==> src/rtl/axis_ddr_burst_writer_pkg.sv <==
// Shared AXI constants, controller state type and size helper for the
// stream-to-DDR burst writer.
package axis_ddr_burst_writer_pkg;

  localparam logic [1:0] BURST_INCR = 2'b01;
  localparam logic [1:0] RESP_OKAY  = 2'b00;

  typedef enum logic [1:0] {
    ST_FILL,
    ST_AW,
    ST_W,
    ST_B
  } state_e;

  // AXI AxSIZE encoding for a bus of data_w bits: log2 of the byte width.
  function automatic logic [2:0] awsize_f(input int unsigned data_w);
    return 3'($clog2(data_w / 8));
  endfunction

endpackage

==> src/rtl/axis_ddr_burst_writer_fifo.sv <==
// First-word-fall-through synchronous FIFO that holds one burst of stream
// data; the head word is visible on pop_data whenever empty is low.
module sync_fifo_fwft #(
  parameter  int DEPTH = 16,
  parameter  int WIDTH = 64,
  localparam int PTR_W = $clog2(DEPTH),
  localparam int CNT_W = PTR_W + 1
) (
  input  logic             clk,
  input  logic             rst_n,
  input  logic             push,
  input  logic [WIDTH-1:0] push_data,
  input  logic             pop,
  output logic [WIDTH-1:0] pop_data,
  output logic             empty,
  output logic             full,
  output logic [CNT_W-1:0] count
);

  logic [WIDTH-1:0] mem_q [DEPTH];
  logic [PTR_W-1:0] wr_ptr_q, wr_ptr_d;
  logic [PTR_W-1:0] rd_ptr_q, rd_ptr_d;
  logic [CNT_W-1:0] count_q, count_d;
  logic             do_push, do_pop;

  assign empty    = (count_q == '0);
  assign full     = (count_q == CNT_W'(DEPTH));
  assign count    = count_q;
  assign pop_data = mem_q[rd_ptr_q];

  always_comb begin
    do_push  = push && !full;
    do_pop   = pop && !empty;
    // Pointers wrap naturally because DEPTH is a power of two.
    wr_ptr_d = wr_ptr_q + PTR_W'(do_push);
    rd_ptr_d = rd_ptr_q + PTR_W'(do_pop);
    count_d  = count_q + CNT_W'(do_push) - CNT_W'(do_pop);
  end

  // NOTE: the storage array is deliberately not reset; validity is defined
  // only by the pointers and count, which lets the array map onto plain RAM.
  always_ff @(posedge clk) begin
    if (do_push) begin
      mem_q[wr_ptr_q] <= push_data;
    end
  end

  // NOTE: sequential state is always updated with non-blocking assignments so
  // every flop samples pre-edge values regardless of process ordering.
  always_ff @(posedge clk or negedge rst_n) begin
    if (!rst_n) begin
      wr_ptr_q <= '0;
      rd_ptr_q <= '0;
      count_q  <= '0;
    end else begin
      wr_ptr_q <= wr_ptr_d;
      rd_ptr_q <= rd_ptr_d;
      count_q  <= count_d;
    end
  end

endmodule

==> src/rtl/axis_ddr_burst_writer.sv <==
// Collects an AXI-Stream into a one-burst buffer and writes it to a circular
// DDR region as slot-aligned AXI4 INCR bursts, one burst outstanding at a time.
module axis_ddr_burst_writer
  import axis_ddr_burst_writer_pkg::*;
#(
  parameter int unsigned       DATA_W       = 64,
  parameter int unsigned       ADDR_W       = 32,
  parameter int unsigned       BURST_LEN    = 16,
  parameter logic [ADDR_W-1:0] BASE_ADDR    = 'h0000_0000,
  parameter logic [ADDR_W-1:0] REGION_BYTES = 'h0010_0000
) (
  input  logic                user_clk,
  input  logic                user_rst_n,
  input  logic [DATA_W-1:0]   s_axis_tdata,
  input  logic                s_axis_tvalid,
  output logic                s_axis_tready,
  input  logic                s_axis_tlast,
  output logic [ADDR_W-1:0]   m_axi_awaddr,
  output logic [7:0]          m_axi_awlen,
  output logic [2:0]          m_axi_awsize,
  output logic [1:0]          m_axi_awburst,
  output logic                m_axi_awvalid,
  input  logic                m_axi_awready,
  output logic [DATA_W-1:0]   m_axi_wdata,
  output logic [DATA_W/8-1:0] m_axi_wstrb,
  output logic                m_axi_wlast,
  output logic                m_axi_wvalid,
  input  logic                m_axi_wready,
  input  logic [1:0]          m_axi_bresp,
  input  logic                m_axi_bvalid,
  output logic                m_axi_bready,
  output logic                wr_err,
  output logic [31:0]         burst_cnt
);

  localparam int unsigned       SLOT_BYTES = BURST_LEN * DATA_W / 8;
  localparam int                CNT_W      = $clog2(BURST_LEN) + 1;
  localparam logic [ADDR_W:0]   SLOT_INC   = (ADDR_W + 1)'(SLOT_BYTES);
  localparam logic [ADDR_W:0]   REGION_END = {1'b0, BASE_ADDR} + {1'b0, REGION_BYTES};

  // Slot-aligned bursts can only cross a 4 KB boundary if a slot exceeds 4 KB.
  if (SLOT_BYTES > 4096) begin : g_slot_too_large
    $error("axis_ddr_burst_writer: BURST_LEN*DATA_W/8 exceeds 4096 bytes");
  end

  state_e              state_q, state_d;
  logic [ADDR_W-1:0]   slot_q, slot_d;
  logic [7:0]          awlen_q, awlen_d;
  logic                wr_err_q, wr_err_d;
  logic [31:0]         burst_cnt_q, burst_cnt_d;
  logic                run_q, run_d;

  logic                fifo_push, fifo_pop, fifo_empty, fifo_full;
  logic [CNT_W-1:0]    fifo_cnt;
  logic [DATA_W-1:0]   fifo_head;
  logic [ADDR_W:0]     slot_inc;
  logic [ADDR_W-1:0]   slot_next;

  sync_fifo_fwft #(
    .DEPTH (BURST_LEN),
    .WIDTH (DATA_W)
  ) u_fifo (
    .clk       (user_clk),
    .rst_n     (user_rst_n),
    .push      (fifo_push),
    .push_data (s_axis_tdata),
    .pop       (fifo_pop),
    .pop_data  (fifo_head),
    .empty     (fifo_empty),
    .full      (fifo_full),
    .count     (fifo_cnt)
  );

  // Every slot advances by a full slot, even after a short tlast burst.
  always_comb begin
    slot_inc  = {1'b0, slot_q} + SLOT_INC;
    slot_next = (slot_inc >= REGION_END) ? BASE_ADDR : slot_inc[ADDR_W-1:0];
  end

  always_comb begin
    // NOTE: every signal written here gets a default first, so no path through
    // the case statement can leave a value unassigned and infer a latch.
    state_d       = state_q;
    slot_d        = slot_q;
    awlen_d       = awlen_q;
    wr_err_d      = wr_err_q;
    burst_cnt_d   = burst_cnt_q;
    run_d         = 1'b1;
    s_axis_tready = 1'b0;
    m_axi_awvalid = 1'b0;
    m_axi_wvalid  = 1'b0;
    m_axi_wlast   = 1'b0;
    m_axi_bready  = 1'b0;
    fifo_push     = 1'b0;
    fifo_pop      = 1'b0;

    case (state_q)
      ST_FILL: begin
        // run_q keeps tready low while reset is held and for one cycle after.
        s_axis_tready = run_q && !fifo_full;
        fifo_push     = s_axis_tvalid && s_axis_tready;
        if (fifo_push && (s_axis_tlast || fifo_cnt == CNT_W'(BURST_LEN - 1))) begin
          // fifo_cnt is the pre-push count, which is exactly beats-1.
          awlen_d = 8'(fifo_cnt);
          state_d = ST_AW;
        end
      end
      ST_AW: begin
        m_axi_awvalid = 1'b1;
        if (m_axi_awready) begin
          state_d = ST_W;
        end
      end
      ST_W: begin
        m_axi_wvalid = !fifo_empty;
        m_axi_wlast  = m_axi_wvalid && (fifo_cnt == CNT_W'(1));
        fifo_pop     = m_axi_wvalid && m_axi_wready;
        if (fifo_pop && m_axi_wlast) begin
          state_d = ST_B;
        end
      end
      ST_B: begin
        m_axi_bready = 1'b1;
        if (m_axi_bvalid) begin
          wr_err_d    = wr_err_q || (m_axi_bresp != RESP_OKAY);
          burst_cnt_d = burst_cnt_q + 32'd1;
          slot_d      = slot_next;
          state_d     = ST_FILL;
        end
      end
      default: state_d = ST_FILL;
    endcase
  end

  always_ff @(posedge user_clk or negedge user_rst_n) begin
    if (!user_rst_n) begin
      state_q     <= ST_FILL;
      slot_q      <= BASE_ADDR;
      awlen_q     <= 8'd0;
      wr_err_q    <= 1'b0;
      burst_cnt_q <= 32'd0;
      run_q       <= 1'b0;
    end else begin
      state_q     <= state_d;
      slot_q      <= slot_d;
      awlen_q     <= awlen_d;
      wr_err_q    <= wr_err_d;
      burst_cnt_q <= burst_cnt_d;
      run_q       <= run_d;
    end
  end

  assign m_axi_awaddr  = slot_q;
  assign m_axi_awlen   = awlen_q;
  assign m_axi_awsize  = awsize_f(DATA_W);
  assign m_axi_awburst = BURST_INCR;
  assign m_axi_wdata   = fifo_head;
  assign m_axi_wstrb   = '1;
  assign wr_err        = wr_err_q;
  assign burst_cnt     = burst_cnt_q;

endmodule

==> config.mk <==
export PLATFORM = sky130hd
export DESIGN_NAME = axis_ddr_burst_writer
export DESIGN_NICKNAME = d
export VERILOG_FILES = /design/src/rtl/axis_ddr_burst_writer_pkg.sv /design/src/rtl/axis_ddr_burst_writer_fifo.sv /design/src/rtl/axis_ddr_burst_writer.sv
export SDC_FILE = /design/constraint.sdc
export NUM_CORES = 1
export LEC_CHECK = 0
export ABC_CLOCK_PERIOD_IN_PS = 9900
export CORE_MARGIN = 1.5
export CORE_UTILIZATION = 48
export DETAILED_ROUTE_END_ITERATION = 10
export GPL_TIMING_DRIVEN = 0
export MAX_ROUTING_LAYER = met4
export PLACE_DENSITY = 0.76
export SKIP_CTS_REPAIR_TIMING = 1
export SYNTH_ARGS = -nofsm -noshare
export SYNTH_HDL_FRONTEND = slang
export SYNTH_SLANG_ARGS = --single-unit
==> constraint.sdc <==
create_clock -name user_clk -period 9.9 [get_ports user_clk]
set_input_delay 0.99 -clock user_clk [delete_from_list [all_inputs] [get_ports user_clk]]
set_output_delay 0.99 -clock user_clk [all_outputs]
set_load 0.02 [all_outputs]
==> results_dict.tcl <==
set metrics [dict create \
    syn_to_final_growth_pct 19.6 \
    yosys_warnings 0 \
    cpMostUsedCell "clkbuf_1" \
    outcome "finished clean" \
    rsz0062_at_grt "false" \
    grt_pass1_vias 22100 \
    track_usage_pct 24.2 \
    grt_max_degree 56 \
    yosysSeqAreaShare_pct 77.0 \
    cts_max_level 3 \
    finalSetupTns_ps 0 \
    grt_overflow 0 \
    worstPathMaxFanout 10 \
    ys_seq_elements 1103 \
    p_leak_uw 0.0164 \
    synth_top_flop_cell "edfxtp_1" \
    start_util_pct 48.7 \
    ios 228 \
    cts.path.max_buffers 3 \
    wl_per_cell_um 30.1 \
    layoutNonFillerInstCount 3493 \
    setup_viol 0 \
    final_cell_mix "edfxtp_1 (1024), mux4_2 (320), clkdlybuf4s50_1 (203)" \
    coreArea_um2 87300 \
    num_rows 108 \
    synth.area.top_cells "edfxtp_1 (72%), mux4_2 (17%), dfrtp_1 (4.7%), xnor2_1 (0.62%), ha_1 (0.50%)" \
    worst_r2r_endpoint "u_fifo.mem_q[15][33]$_DFFE_PP_" \
    ant_nets 0 \
    cts_tree "built" \
    dpl.cell_count 3291 \
    critPathKind "reg2out" \
    place_congestion 0.812 \
    cts_root_buf "clkbuf_16" \
    worstPathCellList "clkbuf_1 > clkbuf_1 > clkbuf_1 > mux4_2 > mux4_2 > clkdlybuf4s50_1" \
    worstPathArrival_ps 4430 \
    ff2ff_path_depth 11 \
    start_kind "register" \
    max_freq_ghz 0.184 \
    cts_inserted_buffers 104 \
    required_ps 8910 \
    place_ws_ps 5310 \
    finalCriticalPeriod_ps 5420 \
    synth_area_um2 42500 \
    drv_slew 0 \
    fp.dieH_um 301 \
    synth-async-reset-ratio_pct 7.16 \
    vdd_ir_drop_max_uv 205 \
    drc 0 \
    drt_iter0_drc 2721 \
    dp_hpwl_um 63800 \
    syn_avg_cell_area_um2 23.1 \
    final_util_pct 58.3 \
    antenna_found_initial 8 \
    vias 21200 \
    fin_skew_ps 32.2 \
    critical_path.top_delay_family "buffers and inverters" \
    maxCapViolations 0 \
    avgViaCountPerCell 6.08 \
    drive_above_1_share_pct 27.1 \
    regToRegSetupSlack_ps 6550 \
    die_w_um 301 \
    synth-edff-count 1024 \
    power.density_nw_per_um2 267 \
    mostFrequentLayoutCell "edfxtp_1" \
    synth_top_area_share_pct 72.3 \
    worst_pin_slew_ps 1200 \
    synth_area_leader_cell "edfxtp_1" \
    grt_pass1_wl_um 151000 \
    cpPeakStageDelay_ps 780 \
    holdCritPathClass "in2async" \
    io_buffers 204 \
    cp_slowest_cell "clkbuf_1" \
    path_clk_slew_ps 70 \
    final.period_utilization_pct 54.8 \
    routed_wirelength_um 105000 \
    critical_path_depth 6 \
    hold_violations 0 \
    dieArea_um2 90400 \
    syn_inst 1837 \
    clkLatencyLatePin_ps 680 \
    end_kind "output pin" \
    placed_area_um2 47400 \
    cts_sinks 1103 \
    first_pass_iters 5 \
    relSlewSlack_pct 20.2 \
    fin_ws_ps 4480 \
    crit_buf_inv 4 \
    synth.distinct_cells 52 \
    r2r-start "u_fifo.count[2]$_DFF_PN0_" \
    finalNetCount 2333 \
    final_cell_area_um2 50900 \
]
## routing by layer
| layer | track usage (%) | routed length [µm] | up-vias |
|---|---|---|---|
| li1 | - | - | 8528 |
| met1 | 31.4 | 38600 | 11200 |
| met2 | 39.4 | 52900 | 1367 |
| met3 | 4.63 | 10900 | 181 |
| met4 | 6.65 | 2610 | 0 |
| met5 | - | 0 | - |
## area by class of cell
class	instances	area, µm²
Clock inverter	71	751
Sequential cell	1103	32700
Antenna cell	12	30.0
Buffer	107	537
Timing Repair Buffer	277	3250
Inverter	24	90.1
Tap cell	1155	1450
Fill cell	6044	36400
Multi-Input combinational cell	625	9350
Clock buffer	119	2680
## per-stage QoR
| step | total power [µW] | hold slack, ps |
|---|---|---|
| CTS | 13700 | 234 |
| global route | 14000 | 253 |
| floorplan | 7980 | 477 |
| finish | 13600 | 244 |
| detailed placement | 9610 | 470 |
| global placement | 9500 | 466 |
## synthesized netlist by cell type (5+ instances only)
| cell | instances |
|---|---|
| nand2_1 | 37 |
| buf_1 | 10 |
| buf_4 | 23 |
| and2_1 | 14 |
| buf_2 | 27 |
| dfrtp_1 | 79 |
| mux2_2 | 8 |
| a41oi_1 | 6 |
| and4_1 | 5 |
| xor2_1 | 13 |
| nor3_1 | 8 |
| edfxtp_1 | 1024 |
| ha_1 | 17 |
| nand2b_1 | 6 |
| o22ai_1 | 7 |
| nor2_1 | 34 |
| inv_1 | 24 |
| xnor2_1 | 30 |
| clkbuf_1 | 45 |
| mux4_2 | 320 |
| and3_1 | 8 |
| nand4_1 | 20 |
| nand3_1 | 28 |
## how the worst max path moves through the flow
stage | endpoint | startpoint
final | m_axi_wdata[52] | u_fifo.rd_ptr_q[1]$_DFF_PN0_
after global routing | m_axi_wdata[52] | u_fifo.rd_ptr_q[1]$_DFF_PN0_
after CTS | m_axi_wdata[52] | u_fifo.rd_ptr_q[1]$_DFF_PN0_
after detailed placement | m_axi_wdata[54] | u_fifo.rd_ptr_q[1]$_DFF_PN0_
after global placement | u_fifo.mem_q[0][29]$_DFFE_PP_ | s_axis_tvalid
after floorplan | u_fifo.mem_q[0][0]$_DFFE_PP_ | u_fifo.count[2]$_DFF_PN0_
## power breakdown
group | switching (µW) | internal (µW)
sequential | 98.2 | 5240
combinational | 2210 | 1980
clock | 1740 | 2290
## registers in the layout, summed over array words and instances (netlist names)
name	count
u_fifo.wr_ptr_q	4
u_fifo.count	5
run_q	1
state_q	2
burst_cnt	32
u_fifo.mem_q	1024
m_axi_awaddr	25
u_fifo.rd_ptr_q	4
m_axi_awlen	5
wr_err	1
## logic make-up (layout without fill, tap and decap cells)
logic type | after synthesis | count (layout) | share of synthesized area [%]
other | 2 | 36 | 0.0177
xor gates and xnor gates | 43 | 43 | 0.886
DFF | 1103 | 1103 | 77.0
buffers and inverters | 131 | 598 | 1.47
muxes | 329 | 329 | 17.2
AOI/OAI and AO/OA | 35 | 35 | 0.645
adders and majority gates | 18 | 18 | 0.547
and+or+nand+nor | 176 | 176 | 2.26
Note: power is estimated with default switching activity, not from simulation.
==> RTL change 1, RTL diff (same flow settings) <==
Reset style: synchronous (`rst_n` and `user_rst_n`), changed in 2 clocked blocks.
--- a/src/rtl/axis_ddr_burst_writer_fifo.sv
+++ b/src/rtl/axis_ddr_burst_writer_fifo.sv
@@ -47,7 +47,7 @@
 
   // NOTE: sequential state is always updated with non-blocking assignments so
   // every flop samples pre-edge values regardless of process ordering.
-  always_ff @(posedge clk or negedge rst_n) begin
+  always_ff @(posedge clk) begin
     if (!rst_n) begin
       wr_ptr_q <= '0;
       rd_ptr_q <= '0;
--- a/src/rtl/axis_ddr_burst_writer.sv
+++ b/src/rtl/axis_ddr_burst_writer.sv
@@ -132,7 +132,7 @@
     endcase
   end
 
-  always_ff @(posedge user_clk or negedge user_rst_n) begin
+  always_ff @(posedge user_clk) begin
     if (!user_rst_n) begin
       state_q     <= ST_FILL;
       slot_q      <= BASE_ADDR;
Function: differs if user_rst_n is asserted again (counterexample within 4 cycles, from zero or initial values and one cycle with user_rst_n low); with user_rst_n held inactive, the same outputs for 4 cycles.
==> RTL change 1 against the original RTL <==
  * Sequential cell count did not move
  * Synthesized cell count rose by 3.7%
  * Area after synthesis fell by 0.39%
  * Critical path depth did not move
  * Non-clock buffer count fell by 1
  * Setup slack got worse by 0.37 ns
  * Design area fell by 0.41%
  * Final cell count rose by 1.9%
  * Routed wire length barely moved
Power is not compared: it rests on default switching activity, and its combinational part moved more than twofold at a synthesized area within 25%.
==> RTL change 1: results (changes against the original RTL) <==
cts_buffers: 105  # was 104
finalNonFillerCells: 3559  # was 3493
buffers_excl_clock: 383  # was 384
hpwlAfterDp_um: 63510  # was 63750 um
max_stage_delay_ns: 0.98  # was 0.78 ns
status: "finished, final reports clean"  # unchanged
worst_pin_slew_ns: 1.242  # was 1.197 ns
clock_skew_ns: 0.03513  # was 0.03218 ns
nets: 2398  # was 2333
drive_gt1_frac: 0.2506  # was 0.2709
nonClkBufAreaFrac: 0.07468  # was 0.07438
m1WireLength_um: 38640  # was 38590 um
seq_cells: 1103  # unchanged
viasPerCell: 6.051  # was 6.078
hold_slack_ns: 0.4775  # was 0.2436 ns
antenna_found_initial: 7  # was 8
synth-seq-area-share: 0.7635  # was 0.7698
grt_pass1_vias: 22500  # was 22100
synthArstFlopShare: 0  # was 0.07162
grt_max_degree: 23  # was 56
grt_use_total: 0.2421  # was 0.2417
clkCellAreaFrac: 0.06695  # was 0.06746
grt_pass1_wl_um: 151500  # was 151300 um
ys_types: 60  # was 52
worstReg2RegStart: "u_fifo.count[3]"  # was u_fifo.count[2]
drtPass1Iterations: 7  # was 5
gp_congestion: 0.8205  # was 0.8117
grtUsageMet2: 0.4103  # was 0.3935
==> RTL change 1: cell count changes after synthesis, sizes merged, moves of 10 or more <==
cell and delta:
and3 +12, buf -18, clkbuf +20, dfrtp -79, dfxtp +79, nand2 +12
nor2 +42, xnor2 -10
==> RTL change 1: metrics by stage <==
stage | util | total power, uW | setup TNS [ns] | cell area (um^2)
final | 0.5820 | 9911 | 0 | 50650
after global routing | 0.5819 | 10180 | 0 | 50640
after global placement | 0.5276 | 6025 | -603.54 | 45910
after floorplan | - | 5714 | 0 | 42420
after CTS | 0.5817 | 9974 | 0 | 50620
after detailed placement | 0.5427 | 6057 | 0 | 47230
==> RTL change 1: worst max path at each step <==
stage                                  start                   to  slack, ns
final                     u_fifo.rd_ptr_q[0]       m_axi_wdata[0]       4.11
after detailed placement  u_fifo.rd_ptr_q[0]      m_axi_wdata[38]       4.82
after CTS                 u_fifo.rd_ptr_q[0]      m_axi_wdata[38]       4.04
after global routing      u_fifo.rd_ptr_q[0]       m_axi_wdata[0]       3.89
after global placement         s_axis_tvalid  u_fifo.mem_q[0][30]      -2.45
after floorplan                s_axis_tvalid   u_fifo.mem_q[0][0]       3.51
==> RTL change 1: power by group <==
group          internal, uW  switching (uW)
sequential             5170            29.8
clock                  2180            1770
combinational           346             413
total                  7700            2210
==> RTL change 1: kinds of logic (layout without fill, tap and decap cells) <==
logic type               after synthesis  in the layout  share of synthesized area
AO/OA/AOI/OAI                         42             42                   0.007299
other                                  2             33                  0.0001774
AND/OR/NAND/NOR                      247            247                    0.02925
XOR/XNOR                              42             42                   0.008687
buffers and inverters                125            593                    0.01398
adder cells (fa/ha/maj)               18             18                   0.005496
flip-flops                          1103           1103                     0.7635
multiplexers                         326            326                     0.1716
==> RTL change 2, RTL diff (same settings) <==
Made on the original files. Change the parameter `BURST_LEN` from 16 to 32.
--- a/src/rtl/axis_ddr_burst_writer.sv
+++ b/src/rtl/axis_ddr_burst_writer.sv
@@ -5,7 +5,7 @@
 #(
   parameter int unsigned       DATA_W       = 64,
   parameter int unsigned       ADDR_W       = 32,
-  parameter int unsigned       BURST_LEN    = 16,
+  parameter int unsigned       BURST_LEN    = 32,
   parameter logic [ADDR_W-1:0] BASE_ADDR    = 'h0000_0000,
   parameter logic [ADDR_W-1:0] REGION_BYTES = 'h0010_0000
 ) (
Behaviour: no difference found for any inputs over 4 cycles, from zero or initial values and one cycle with user_rst_n low; that may be too few to reach the edited logic, so the function may still have changed.
==> RTL change 2 against the original RTL <==
  * Design area is 88% higher
  * Combinational power is 89% higher
  * Largest power group unchanged
  * Area after synthesis is 92% higher
  * Critical endpoint is now m_axi_wdata[63]
  * Sequential share of layout area is 2.1 points higher
  * Sequential cell count is 1027 higher
  * The flow now finishes with violations (max-capacitance violations)
  * Final cell count is 80% higher
  * Setup slack worse by 1.5 ns
  * Power is 91% higher
  * Register-to-register slack worse by 0.94 ns
  * Routed wire length is 110% higher
==> RTL change 2: results (changes against the original RTL) <==
leakage_uw: 0.02986  # was 0.01644 uW
grt_use_total: 0.2663  # was 0.2417
peakVddDrop_v: 0.0001967  # was 0.0002052 V
power_combinational_uw: 7920  # was 4190 uW
max_stage_delay_ns: 1.08  # was 0.78 ns
m1WireLength_um: 76040  # was 38590 um
ys_types: 51  # was 52
wl_met2_um: 113400  # was 52870 um
synthCells: 3353  # was 1837
status: "complete, but fails checks"  # was finished, final reports clean
dp.cells: 5895  # was 3291
htreeDepth: 4  # was 3
max_cap_viol_count: 1  # was 0
viasPerCell: 6.495  # was 6.078
path_max_fanout: 11  # was 10
wl_met3_um: 23100  # was 10950 um
synth_edf_count: 2048  # was 1024
drive_gt1_frac: 0.2928  # was 0.2709
synth.area.top_cells: "edfxtp_1, mux4_2, dfrtp_1"  # unchanged
grt_max_degree: 60  # was 56
drtPass1Iterations: 6  # was 5
post-place-ws_ns: 3.864  # was 5.313 ns
hpwlAfterDp_um: 130100  # was 63750 um
synth_ff_type: "edfxtp_1"  # unchanged
p_clk_uw: 7820  # was 4030 uW
grt_pass1_vias: 41590  # was 22100
cts_buffers: 202  # was 104
drtIter0Drc: 6589  # was 2721
violations: "max-capacitance violations"
slew_headroom: 0.0009126  # was 0.2019
routed_wl_um: 223000  # was 105000 um
cp_slowest_cell: "buf_1"  # was clkbuf_1
synth-seq-area-share: 0.7786  # was 0.7698
nets: 3981  # was 2333
fillers: 11550  # was 6044
grt_pass1_wl_um: 311700  # was 151300 um
cp.arrival_ns: 5.91  # was 4.43 ns
final_core_util: 0.5652  # was 0.5826
largest_reg_flops: 2048  # was 1024
worstSkewPairLatency_ns: 0.87  # was 0.68 ns
cp-startpoint: "u_fifo.rd_ptr_q[1]"  # unchanged
clock_skew_ns: 0.04355  # was 0.03218 ns
synthArstFlopShare: 0.03850  # was 0.07162
finalNonFillerCells: 6286  # was 3493
clkPwrFrac: 0.302  # was 0.297
switching_power_uw: 7842  # was 4048 uW
placed_cell_area_um2: 88830  # was 47390 um^2
synthTopCellsByCount: "edfxtp_1, mux4_2, clkbuf_1"  # was edfxtp_1, mux4_2, dfrtp_1
gp_congestion: 0.7743  # was 0.8117
antenna_found_initial: 13  # was 8
[RTL change 2: cell count changes in the layout (fill, tap and decap cells not counted), moves of 32 or more]
cell       before   now
buf_1          10    51
buf_12         27    84
buf_6          34     2
clkbuf_1       59   134
clkbuf_16     105   203
edfxtp_1     1024  2048
mux2_2          8    71
mux4_2        320   640
[RTL change 2: path summary, 6_finish.rpt]
kind / to / slack, ns / cells after the start
max: m_axi_wdata[63] / 3.00 / 7
min: m_axi_awaddr[9] / 0.07 / 1
max reg2reg: u_fifo.mem_q[10][4] / 5.61 / 10
min reg2reg: burst_cnt[7] / 0.49 / 1
max in group asynchronous: u_fifo.wr_ptr_q[2] / 9.20 / 2
min in group user_clk: burst_cnt[7] / 0.49 / 1
[RTL change 2: layout make-up]
type | instances | share of cell area
Sequential cell | 2130 | 0.6649
Clock buffer | 235 | 0.05451
Clock inverter | 142 | 0.01517
Multi-Input combinational cell | 1039 | 0.1834
Antenna cell | 10 | 0.0002618
Timing Repair Buffer | 306 | 0.04356
Tap cell | 2218 | 0.02904
Buffer | 182 | 0.008182
Inverter | 24 | 0.0009426
[RTL change 2: critical path: cells and delay by family (launching register included)]
| family | cells | cell delay [ns] |
|---|---|---|
| muxes | 3 | 1.32 |
| buffers and inverters | 4 | 3.36 |
| DFF | 1 | 0.36 |
[RTL change 2: cell families after synthesis]
family,share of synthesized area
xor gates and xnor gates,0.004721
adders and majority gates,0.003618
other,0.00009201
AOI/OAI and AO/OA,0.003204
DFF,0.7786
muxes,0.1865
buffers and inverters,0.01062
and+or+nand+nor,0.01265
[RTL change 2: metal layers]
metal	global-route usage	up-vias
met5	-	-
met4	0.1143	0
met3	0.05026	611
met2	0.4371	3363
met1	0.3255	21420
li1	-	15430
